--- src/rtl/uart_pkg.sv ---
// Shared UART definitions: data width, default RX FIFO depth and the status-bit layout
// that the register block uses to pack the FIFO flags.
package uart_pkg;

  localparam int UART_DATA_W            = 8;
  localparam int UART_RX_FIFO_DEPTH_LOG2 = 4;

  typedef enum logic [1:0] {
    STAT_EMPTY   = 2'd0,
    STAT_FULL    = 2'd1,
    STAT_OVERRUN = 2'd2,
    STAT_IRQ     = 2'd3
  } uart_stat_bit_e;

  typedef logic [UART_DATA_W-1:0] uart_byte_t;

endpackage

--- src/rtl/uart_fifo_ram.sv ---
// Simple dual-port storage for the RX FIFO: synchronous write, registered read, no reset.
module uart_fifo_ram
  import uart_pkg::*;
#(
  parameter int AW = UART_RX_FIFO_DEPTH_LOG2
) (
  input  logic            clk,
  input  logic            we,
  input  logic [AW-1:0]   waddr,
  input  uart_byte_t      wdata,
  input  logic [AW-1:0]   raddr,
  output uart_byte_t      rdata
);

  uart_byte_t mem [2**AW];

  always_ff @(posedge clk) begin
    if (we) mem[waddr] <= wdata;
    rdata <= mem[raddr];
  end

endmodule

--- src/rtl/uart_rx_fifo.sv ---
// Receive-side FWFT byte FIFO with fill level and sticky overrun.
// Optional level-threshold interrupt enabled by defining UART_RX_FIFO_IRQ_EN.
module uart_rx_fifo
  import uart_pkg::*;
#(
  parameter int DEPTH_LOG2 = UART_RX_FIFO_DEPTH_LOG2
) (
  input  logic                  clk,
  input  logic                  rst_n,
  input  logic [7:0]            rx_data,
  input  logic                  rx_valid,
  input  logic                  rd_en,
  output logic [7:0]            rd_data,
  output logic                  empty,
  output logic                  full,
  output logic [DEPTH_LOG2:0]   level,
  input  logic                  flush,
  output logic                  overrun,
  input  logic                  clr_overrun
`ifdef UART_RX_FIFO_IRQ_EN
  ,
  input  logic [DEPTH_LOG2:0]   irq_thresh,
  output logic                  irq
`endif
);

  localparam int AW = DEPTH_LOG2;
  typedef logic [AW:0] ptr_t;

  ptr_t       wr_ptr, rd_ptr, wr_ptr_nxt, rd_ptr_nxt;
  logic       do_push, do_pop, drop;
  logic       byp_sel;
  uart_byte_t byp_data, ram_q;

  assign empty = (wr_ptr == rd_ptr);
  assign full  = (wr_ptr[AW-1:0] == rd_ptr[AW-1:0]) && (wr_ptr[AW] != rd_ptr[AW]);
  assign level = wr_ptr - rd_ptr;

  // A simultaneous pop frees the slot, so a push into a full FIFO still lands.
  assign do_pop  = rd_en && !empty && !flush;
  assign do_push = rx_valid && (!full || do_pop) && !flush;
  assign drop    = rx_valid && full && !rd_en && !flush;

  always_comb begin
    wr_ptr_nxt = wr_ptr;
    rd_ptr_nxt = rd_ptr;
    if (flush) begin
      wr_ptr_nxt = '0;
      rd_ptr_nxt = '0;
    end else begin
      if (do_push) wr_ptr_nxt = wr_ptr + 1'b1;
      if (do_pop)  rd_ptr_nxt = rd_ptr + 1'b1;
    end
  end

  always_ff @(posedge clk or negedge rst_n) begin
    if (!rst_n) begin
      wr_ptr <= '0;
      rd_ptr <= '0;
    end else begin
      wr_ptr <= wr_ptr_nxt;
      rd_ptr <= rd_ptr_nxt;
    end
  end

  always_ff @(posedge clk or negedge rst_n) begin
    if (!rst_n)             overrun <= 1'b0;
    else if (drop)          overrun <= 1'b1;
    else if (clr_overrun)   overrun <= 1'b0;
  end

  // The RAM is read at the next head address; when that same slot is being written
  // this cycle the RAM returns stale data, so the incoming byte is forwarded instead.
  uart_fifo_ram #(.AW(AW)) u_ram (
    .clk   (clk),
    .we    (do_push),
    .waddr (wr_ptr[AW-1:0]),
    .wdata (rx_data),
    .raddr (rd_ptr_nxt[AW-1:0]),
    .rdata (ram_q)
  );

  always_ff @(posedge clk or negedge rst_n) begin
    if (!rst_n) begin
      byp_sel  <= 1'b1;
      byp_data <= '0;
    end else if (flush) begin
      byp_sel  <= 1'b1;
      byp_data <= '0;
    end else begin
      byp_sel  <= do_push && (wr_ptr[AW-1:0] == rd_ptr_nxt[AW-1:0]);
      byp_data <= rx_data;
    end
  end

  assign rd_data = byp_sel ? byp_data : ram_q;

`ifdef UART_RX_FIFO_IRQ_EN
  ptr_t level_nxt;
  assign level_nxt = wr_ptr_nxt - rd_ptr_nxt;

  always_ff @(posedge clk or negedge rst_n) begin
    if (!rst_n) irq <= 1'b0;
    else        irq <= (level_nxt >= irq_thresh) && (irq_thresh != '0);
  end
`endif

endmodule
--- config.mk ---
export PLATFORM = sky130hd
export DESIGN_NAME = uart_rx_fifo
export DESIGN_NICKNAME = d
export VERILOG_FILES = /design/src/rtl/uart_pkg.sv /design/src/rtl/uart_fifo_ram.sv /design/src/rtl/uart_rx_fifo.sv
export SDC_FILE = /design/constraint.sdc
export NUM_CORES = 1
export LEC_CHECK = 0
export ABC_AREA = 1
export CORE_MARGIN = 2
export CORE_UTILIZATION = 30
export CTS_BUF_LIST = sky130_fd_sc_hd__clkbuf_8 sky130_fd_sc_hd__clkbuf_16
export DETAILED_ROUTE_END_ITERATION = 10
export PLACE_DENSITY = 0.44
export SYNTH_ARGS = -nofsm -noshare
export SYNTH_HDL_FRONTEND = slang
export SYNTH_HIERARCHICAL = 1
export SYNTH_SLANG_ARGS = --single-unit
--- constraint.sdc ---
create_clock -name clk -period 3 [get_ports clk]
set_input_delay 0.3 -clock clk [delete_from_list [all_inputs] [get_ports clk]]
set_output_delay 0.3 -clock clk [all_outputs]
set_load 0.02 [all_outputs]
# [Yosys cells after proc, flatten, opt, wreduce, memory -nomap -nowiden]
# Memory sizes are Yosys's and may differ from the RTL's. A register that Yosys moved wholly into a read port is not among the register bits.
# Index checks and enable logic that the tools add are counted.
[op_classes] muxes=11 n_addsub=3 n_reduce_logical=17 eq_ne=4
[op_table] op="2-to-1 mux 5 bit" n=4
[op_table] op="2-to-1 mux 8 bit" n=2
[op_table] op="adder 5 x 1 -> 5 bit (second input constant)" n=2
[op_table] op="logical AND 1 bit" n=9
[op_table] op="equality test 4 bit" n=2
[op_table] op="nonzero test 2 bit" n=3
[op_table] op="equality test 5 bit" n=1
[op_table] op="2-to-1 mux 1 bit" n=5
[op_table] op="subtractor 5 bit" n=1
[op_table] op="zero test 1 bit" n=4
[op_table] op="logical OR 1 bit" n=1
[op_table] op="!= test 1 bit" n=1
[totals] register_bits=20 mem_bits_rw=128 elab_cells=42 n_memories=1
[memory_table] name="u_ram.mem" depth=16 width=8 rd=1 rd_clocked_by_memory_dff=1 write_ports=1 line_no="uart_fifo_ram.sv:15" rtl="uart_byte_t mem [2**AW];"

# [Longest topological paths before layout]
# Gate-level depths: netlist of the first run.
[logic_depth] depth_word=9 depth_mapped=16 ltp_nobuf=15

# [By module]
# The synthesis of the first run kept the hierarchy.
[modules_own_cells] module="uart_fifo_ram" area_each_um2=5766.8 n_inst=1 cells_per_inst=551
[modules_own_cells] module="uart_rx_fifo" area_each_um2=1300.0 n_inst=1 cells_per_inst=150

# [Least setup slack after synthesis of the first run]
# No wires, ideal clock.
[synth_timing] path_type="flip-flop to flip-flop" start="register wr_ptr[2]" end="memory u_ram/mem[12][0] (netlist bit), enable pin" path_buffers=0 synth_period_minus_slack_ps=2324 arrival_ps=1954 required_ps=2630 path_slack_ps=676 setup_ps=370 path_stages_with_launch=11 cell_sequence="dfrtp_1 ha_1 nand2_2 nor2_4 nand2_4 nand3_2 nand2_1 nand2_1 inv_2 nand3_1 nor2_1"
[synth_via] elab_chain_cells=9 elab_cells_between_ends=12 cone_classes="eq/ne: 2; mux: 2; reduce/logical: 8"
[synth_rtl] element="start, declared" line_no="uart_rx_fifo.sv:30" rtl="ptr_t wr_ptr, rd_ptr, wr_ptr_nxt, rd_ptr_nxt;"
[synth_rtl] element="start signal, assigned" line_no="uart_rx_fifo.sv:61" rtl="wr_ptr <= wr_ptr_nxt;"
[synth_rtl] element="equality test 5 bit" line_no="uart_rx_fifo.sv:35" rtl="assign empty = (wr_ptr == rd_ptr);"
[synth_rtl] element="zero test 1 bit" line_no="uart_rx_fifo.sv:40" rtl="assign do_pop = rd_en && !empty && !flush;"
[synth_rtl] element="logical AND 1 bit (2 in a row)" line_no="uart_rx_fifo.sv:40"
[synth_rtl] element="logical OR 1 bit *" line_no="uart_rx_fifo.sv:41" rtl="assign do_push = rx_valid && (!full || do_pop) && !flush;"
[synth_rtl] element="logical AND 1 bit * (2 in a row)" line_no="uart_rx_fifo.sv:41"
[synth_rtl] element="net do_push" line_no="uart_rx_fifo.sv:31" rtl="logic do_push, do_pop, drop;"
[synth_rtl] element="2-to-1 mux 1 bit *" line_no="uart_fifo_ram.sv:18" rtl="if (we) mem[waddr] <= wdata;"
[synth_rtl] element="2-to-1 mux 1 bit (implied by the code) *" line_no="uart_fifo_ram.sv:18"
[synth_rtl] element="end, declared" line_no="uart_fifo_ram.sv:15"
# The timed path passes the listed nets; every way through them passes the cells marked *.

# [Worst setup path in the final report of the first run]
[layout_timing] start="register wr_ptr[0]" end="output port level[2]"
[layout_via] elab_chain_cells=1
[layout_rtl] element="subtractor 5 bit" line_no="uart_rx_fifo.sv:37" rtl="assign level = wr_ptr - rd_ptr;"
[layout_rtl] element="end, declared" line_no="uart_rx_fifo.sv:16" rtl="output logic [DEPTH_LOG2:0] level,"
# No other way between the ends.

==> results of run 1 <==
==> power by group through the flow <==
stage                     logic, mW  registers [mW]  clock network (mW)
after CTS                     0.830            2.44                2.14
after global placement        0.822            2.49                   0
after floorplan               0.542            2.46                   0
after detailed placement      0.827            2.49                   0
final                         0.812            2.44                2.09
after global routing          0.909            2.45                2.25
==> what timing repair did <==
action / CTS / global route
gates resized for setup: 0 / 1
setup endpoints to repair: 0 / 1
hold endpoints to repair: 0 / 0
==> cell type report <==
type                    instances  area, um^2  area share, %
clock inverters                15         148           1.76
repair buffers                 56         533           6.37
multi-input cells             388        1860           22.3
clock buffers                  17         425           5.08
inverters                     129         497           5.93
flip-flops and latches        156        4510           53.8
well taps                     319         399           4.77
==> metrics by stage <==
stage	power, mW	hold WS (ns)	area [um^2]	worst slack [ns]	util, %
after floorplan	3.00	0.00441	7070	0.676	-
after global placement	3.31	0.470	7800	0.403	33.4
after detailed placement	3.32	0.507	7800	0.349	33.4
after CTS	5.41	0.427	8370	0.0200	35.9
after global routing	5.60	0.428	8370	0.130	35.9
final	5.35	0.416	8370	0.293	35.9
==> cells in the final DEF, fill, tap and decap left out, types with 3 or more instances in the layout <==
cell type        Yosys  layout
a21oi_1              3       3
buf_12               0       3
buf_4                4      24
clkbuf_16            0      17
clkdlybuf4s50_1      0      28
clkinv_2             0       3
clkinvlp_4           0       4
dfrtp_1             19      19
dfxtp_1              8       8
edfxtp_1           128     128
ha_1                 6       6
inv_1              125     125
inv_2                3       3
mux2_2               8       8
nand2_1            194     194
nand2_2              6       6
nand2_4              3       3
nand3_1            105     105
nand3_2              4       4
nand3b_1             3       3
nand4_1              4       4
nor2_1              32      32
o21ai_0              4       4
o21ai_1              4       4
==> final timing paths <==
kind                             start             end  depth (start not counted)
setup / recovery             wr_ptr[0]        level[2]                          5
hold / removal                   rst_n         overrun                          1
setup reg to reg             wr_ptr[0]  u_ram/rdata[2]                         14
hold reg to reg                overrun         overrun                          2
max in group asynchronous        rst_n       rd_ptr[1]                          1
min in group clk           clr_overrun         overrun                          2
==> kinds of logic (layout without fill, tap and decap cells) <==
family	after synthesis	in the layout	synth area share, %
AND/OR/NAND/NOR	357	357	22.4
buffers and inverters	157	217	9.86
flip-flops	156	156	63.8
AO/OA/AOI/OAI	12	12	0.868
multiplexers	8	8	1.27
adder cells (fa/ha/maj)	7	7	1.35
XOR/XNOR	4	4	0.496
==> worst max-delay path: stages (launching register included) <==
cell	delay, ns
dfrtp_1	0.44
inv_1	0.12
ha_1	0.24
fa_1	0.41
xnor2_1	0.17
clkdlybuf4s50_1	0.62
==> registers in the layout (all words and copies together) (netlist names) <==
register	count
byp_data	8
byp_sel	1
overrun	1
rd_ptr	5
u_ram/mem	128
u_ram/rdata	8
wr_ptr	5
==> metal layers <==
layer | up-vias | share of wire, %
li1 | 2339 | -
met1 | 2296 | 48
met2 | 55 | 49
met3 | 20 | 1.9
met4 | 0 | 1.6
met5 | - | 0
==> metrics.cfg, run 1 <==
[critical_path]
cp-start-kind = flop
cp_data_arrival_time_ns = 2.41
ff2ff_setup_slack_ns = 0.34
crit_path_end_kind = output port
critPathKind = flop to output port
required_ns = 2.70
cp_max_fo = 7

[clock_tree]
cts_buffers = 17
clkSlewWorstSetupHoldPaths_ns = 0.06
clk_latency_ns = 0.42
cts_setup_buffers = 0
clock_sinks = 156
clockBufferDepth = 2
postCtsHoldBufs = 0
cts_tree = built
h-tree-depth = 4
root_buffer = clkbuf_16

[sta]
fin_skew_ns = 0.00754
fmax_mhz = 369
hold_viol_final = 0
slew_viol_final = 0
setup_viol = 0
tightest_slew_ns = 0.951
min_period_ns = 2.71
fin_setup_tns_ns = 0
period_share_pct = 90.2
relSlewSlack_pct = 36.4
rsz0062_at_grt = false

[route]
route.antenna.remaining_nets = 0
vias_per_cell = 4.36
drc = 0
vias = 4710
dr.pass1.iters = 4
routedWlPerCell_um = 16.3
drt_iter0_drc = 324
wirelength_um = 17600

[logic_synthesis]
avgSynthCellArea_um2 = 10.1
synth_edf_count = 128
yosys.cell_types.count = 35
yosysTopAreaCell = edfxtp_1
synth_nets = 722
yosys-top-cells-area = edfxtp_1 (54%), nand2_1 (10%), nand3_1 (7.4%)
ys_seq_area_share_pct = 63.8
ys_warn_count = 6
yosysMostFrequentCell = nand2_1
netlist_area_um2 = 7070
netlist.area_leader.share_pct = 54.4
yosys-top-cells-count = nand2_1 (194), edfxtp_1 (128), inv_1 (125), nand3_1 (105), nor2_1 (32)
synthFlopType = edfxtp_1
ys_ff_latch = 156
netlist_instances = 701
synthArstFlopShare_pct = 12.8

[pwr]
switching_share_pct = 26.7
p_leak_nw = 3.59
power.density_nw_per_um2 = 639
p_comb_share_pct = 15.2
ir_drop_mv = 0.378
p_switching_mw = 1.43
p_clk_share_pct = 39.1
p_int_mw = 3.92
power.share.sequential_pct = 45.7

[global_route]
top_usage_layer = met2
grt-ovfl-total = 0
grt_start_max_net_pins = 46
gr-usage-met1_pct = 20.4
grt_pass1_wl_um = 27500
use_met2_pct = 25.0
grtUsageMet3_pct = 2.53
grt.total_usage_pct = 15.2
grt_pass1_vias = 4752
antenna_found_initial = 0

[placed_design]
gp_congestion = 0.819
port_buffers = 29
post-dp-hpwl_um = 11600
dp_cells = 1048

[flow_run]
maxCapViolations = 0

[die]
die_area_um2 = 24800
row_count = 56
dieHeight_um = 157
ioPinCount = 30
start_util_pct = 30.3
die_w_um = 157
core_area_um2 = 23300

[final_layout]
drive_above_1_share_pct = 11.4
num_antenna_cells = 0
area_delta_synth_final_pct = 18.5
final.fill_count = 2359
instances_no_fill = 1080
nNetsFinal = 769

[min_path]
hp-class = input pin to asynchronous set/reset pin

[status]
outcome = complete, no violations

Power figures use the tool's default switching activity.
==> inputs of run 2 (changes only) <==
--- a/config.mk
+++ b/config.mk
@@ -6,11 +6,13 @@
 export NUM_CORES = 1
 export LEC_CHECK = 0
 export ABC_AREA = 1
-export CORE_MARGIN = 2
+export CORE_ASPECT_RATIO = 0.75
+export CORE_MARGIN = 3
 export CORE_UTILIZATION = 30
 export CTS_BUF_LIST = sky130_fd_sc_hd__clkbuf_8 sky130_fd_sc_hd__clkbuf_16
 export DETAILED_ROUTE_END_ITERATION = 10
 export PLACE_DENSITY = 0.44
+export REMOVE_ABC_BUFFERS = 1
 export SYNTH_ARGS = -nofsm -noshare
 export SYNTH_HDL_FRONTEND = slang
 export SYNTH_HIERARCHICAL = 1
==> run 2 against run 1 <==
  * Setup slack worse by 0.028 ns
  * Die area up 2.6%
  * Combinational power down 2%
  * Sequential power about the same
  * Wire length down 0.56%
  * Sequential share of layout area up 0.36 points
  * Power down 0.32%
  * Critical path depth unchanged
  * Flip-flop and latch count unchanged
  * Critical path type unchanged
  * Largest cell class unchanged
==> metrics.cfg, run 2 (same netlist as run 1, synthesis figures left out) <==
[die]
start_util_pct = 31.3  ; was 30.3%
die_area_um2 = 25500  ; was 24800 um^2
dieHeight_um = 139  ; was 157 um
ioPinCount = 30  ; unchanged
die_w_um = 183  ; was 157 um
core_area_um2 = 22600  ; was 23300 um^2
row_count = 47  ; was 56

[critical_path]
cpPeakStageDelay_ns = 0.62  ; about the same
worst-r2r-cell-count = 13  ; was 14
cp-start-kind = flop  ; unchanged
r2r-end = u_ram/rdata[3]  ; was u_ram/rdata[2]
ff2ff_setup_slack_ns = 0.30  ; was 0.34 ns
crit_buf_inv = 2  ; unchanged
path_cells = inv_1 > ha_1 > fa_1 > xnor2_1 > clkdlybuf4s50_1  ; unchanged
critPathKind = flop to output port  ; unchanged
crit_path_end_kind = output port  ; unchanged
r2r_start = wr_ptr[0]  ; unchanged
cp_data_arrival_time_ns = 2.44  ; was 2.41 ns
crit_family = buffers and inverters  ; unchanged
required_ns = 2.70  ; about the same
critPathSlowestCell = clkdlybuf4s50_1  ; unchanged
cp_max_fo = 7  ; unchanged

[status]
outcome = complete, no violations  ; unchanged

[route]
routedWlPerCell_um = 16.7  ; was 16.3 um
route.antenna.remaining_nets = 0  ; unchanged
drc = 0  ; unchanged
vias_per_cell = 4.50  ; was 4.36
drt_iter0_drc = 367  ; was 324
vias = 4738  ; was 4710
dr.pass1.iters = 5  ; was 4
wirelength_um = 17500  ; was 17600 um

[final_layout]
top_register = u_ram/mem  ; unchanged
multi_input_area_um2 = 1860  ; unchanged
nNetsFinal = 767  ; was 769
seqCellArea_um2 = 4510  ; unchanged
layout_common_cells = nand2_1 (194), edfxtp_1 (128), inv_1 (125)  ; unchanged
area_delta_synth_final_pct = 17.7  ; was 18.5%
instances_no_fill = 1053  ; was 1080
drive_above_1_share_pct = 11.5  ; was 11.4%
top_regs = u_ram/mem x128, byp_data x8, u_ram/rdata x8  ; unchanged
largest_reg_flops = 128  ; unchanged
num_antenna_cells = 0  ; unchanged
final.fill_count = 2253  ; was 2359
layout_commonest_cell = nand2_1  ; unchanged

[clock_tree]
clkSlewWorstSetupHoldPaths_ns = 0.07  ; was 0.06 ns
h-tree-depth = 4  ; unchanged
clockBufferDepth = 2  ; unchanged
postCtsHoldBufs = 0  ; unchanged
cts_buffers = 17  ; unchanged
root_buffer = clkbuf_16  ; unchanged
cts_tree = built  ; unchanged
cts_setup_buffers = 0  ; unchanged
clk_latency_ns = 0.43  ; was 0.42 ns
clock_sinks = 156  ; unchanged

[flow_run]
maxCapViolations = 0  ; unchanged

[placed_design]
port_buffers = 29  ; unchanged
gp_congestion = 0.847  ; was 0.819
dp_cells = 1021  ; was 1048
post-dp-hpwl_um = 11700  ; was 11600 um

[sta]
rsz0062_at_grt = false  ; unchanged
hold_viol_final = 0  ; unchanged
fmax_mhz = 366  ; was 369 MHz
slew_viol_final = 0  ; unchanged
relSlewSlack_pct = 33.7  ; was 36.4%
setup_viol = 0  ; unchanged
fin_setup_tns_ns = 0  ; unchanged
fin_skew_ns = 0.0107  ; was 0.00754 ns
min_period_ns = 2.74  ; was 2.71 ns
tightest_slew_ns = 0.992  ; was 0.951 ns
period_share_pct = 91.2  ; was 90.2%

[global_route]
grt-ovfl-total = 0  ; unchanged
grt_pass1_vias = 4729  ; was 4752
grt_start_max_net_pins = 67  ; was 46
antenna_found_initial = 0  ; unchanged
grt_pass1_wl_um = 27800  ; was 27500 um
grt.total_usage_pct = 14.5  ; was 15.2%

[pwr]
ir_drop_mv = 0.408  ; was 0.378 mV
power.density_nw_per_um2 = 641  ; was 639 nW/um^2
p_leak_nw = 3.58  ; was 3.59 nW

[min_path]
hp-class = input pin to asynchronous set/reset pin  ; unchanged

## run 2: cell types whose count changed in the layout (fill, tap and decap cells not counted)
cell and delta:
clkinv_1 -2, clkinv_8 +2, inv_8 +4, bufinv_16 -2, clkinv_2 -2, inv_6 +4, clkinvlp_4 -2, clkinv_4 -2
buf_12 -1, buf_4 -1
## run 2: worst max-delay path by stage
| stage | start | end | slack (ns) | depth (start not counted) |
|---|---|---|---|---|
| 3_3_place_gp | wr_ptr[0] | u_ram/rdata[3] | 0.37 | 13 |
| 3_5_place_dp | wr_ptr[0] | u_ram/rdata[3] | 0.33 | 13 |
| 4_1_cts | wr_ptr[0] | level[4] | 0.05 | 6 |
| 5_1_grt | wr_ptr[0] | level[2] | 0.12 | 5 |
| 6_report | wr_ptr[0] | level[2] | 0.26 | 5 |
| 2_1_floorplan | wr_ptr[2] | u_ram/rdata[0] | 0.03 | 12 |
## run 2: worst register-to-register path, cell delays in order, from the launching register on
cell	delay, ns
dfrtp_1	0.45
inv_1	0.12
ha_1	0.34
nand2_1	0.15
nor2_4	0.05
nand2_4	0.12
nand3_1	0.11
nand2_1	0.11
nand3_1	0.09
inv_1	0.30
buf_4	0.28
nand3_1	0.23
nand3_1	0.18
nand2_1	0.07
## run 2: per-layer routing
layer | part of all wire, % | GRT usage [%]
met5 | 0 | 0
met1 | 53 | 22.8
met4 | 0.90 | 3.25
met2 | 42 | 20.5
met3 | 4.7 | 2.83
## run 2: repair_timing
action | in CTS | in global routing
hold endpoints to repair | 0 | 0
setup endpoints to repair | 0 | 1
resized for setup | 0 | 1
## run 2: per-stage QoR
| step | setup WS [ns] | hold WS [ns] | util (%) | instance area, um^2 | power (mW) |
|---|---|---|---|---|---|
| 2_1_floorplan | 0.0286 | 0.00441 | - | 6870 | 2.93 |
| 3_3_place_gp | 0.365 | 0.470 | 34.3 | 7740 | 3.29 |
| 3_5_place_dp | 0.329 | 0.475 | 34.3 | 7740 | 3.29 |
| 4_1_cts | 0.0455 | 0.423 | 36.8 | 8310 | 5.39 |
| 5_1_grt | 0.122 | 0.450 | 36.8 | 8320 | 5.57 |
| 6_report | 0.264 | 0.409 | 36.8 | 8320 | 5.33 |
## run 2: layout make-up
cell class	count	share of cell area, %
Multi-Input combinational cell	388	22.4
Inverter	129	5.97
Timing Repair Buffer	54	6.08
Tap cell	294	4.42
Clock buffer	17	5.12
Sequential cell	156	54.2
Clock inverter	15	1.81
## run 2: power breakdown
part           switching (mW)  leakage, nW  internal [mW]
Sequential             0.0389         1.49           2.40
Combinational           0.508         1.82          0.286
Clock                   0.989        0.279           1.11
Total                    1.54         3.58           3.79
==> inputs of run 3 (changes only) <==
--- a/config.mk
+++ b/config.mk
@@ -11,6 +11,7 @@
 export CORE_UTILIZATION = 30
 export CTS_BUF_LIST = sky130_fd_sc_hd__clkbuf_8 sky130_fd_sc_hd__clkbuf_16
 export DETAILED_ROUTE_END_ITERATION = 10
+export GPL_TIMING_DRIVEN = 1
 export PLACE_DENSITY = 0.44
 export REMOVE_ABC_BUFFERS = 1
 export SYNTH_ARGS = -nofsm -noshare
==> results of run 3 <==
No change in the layout: final DEF, timing and power equal those of run 2.
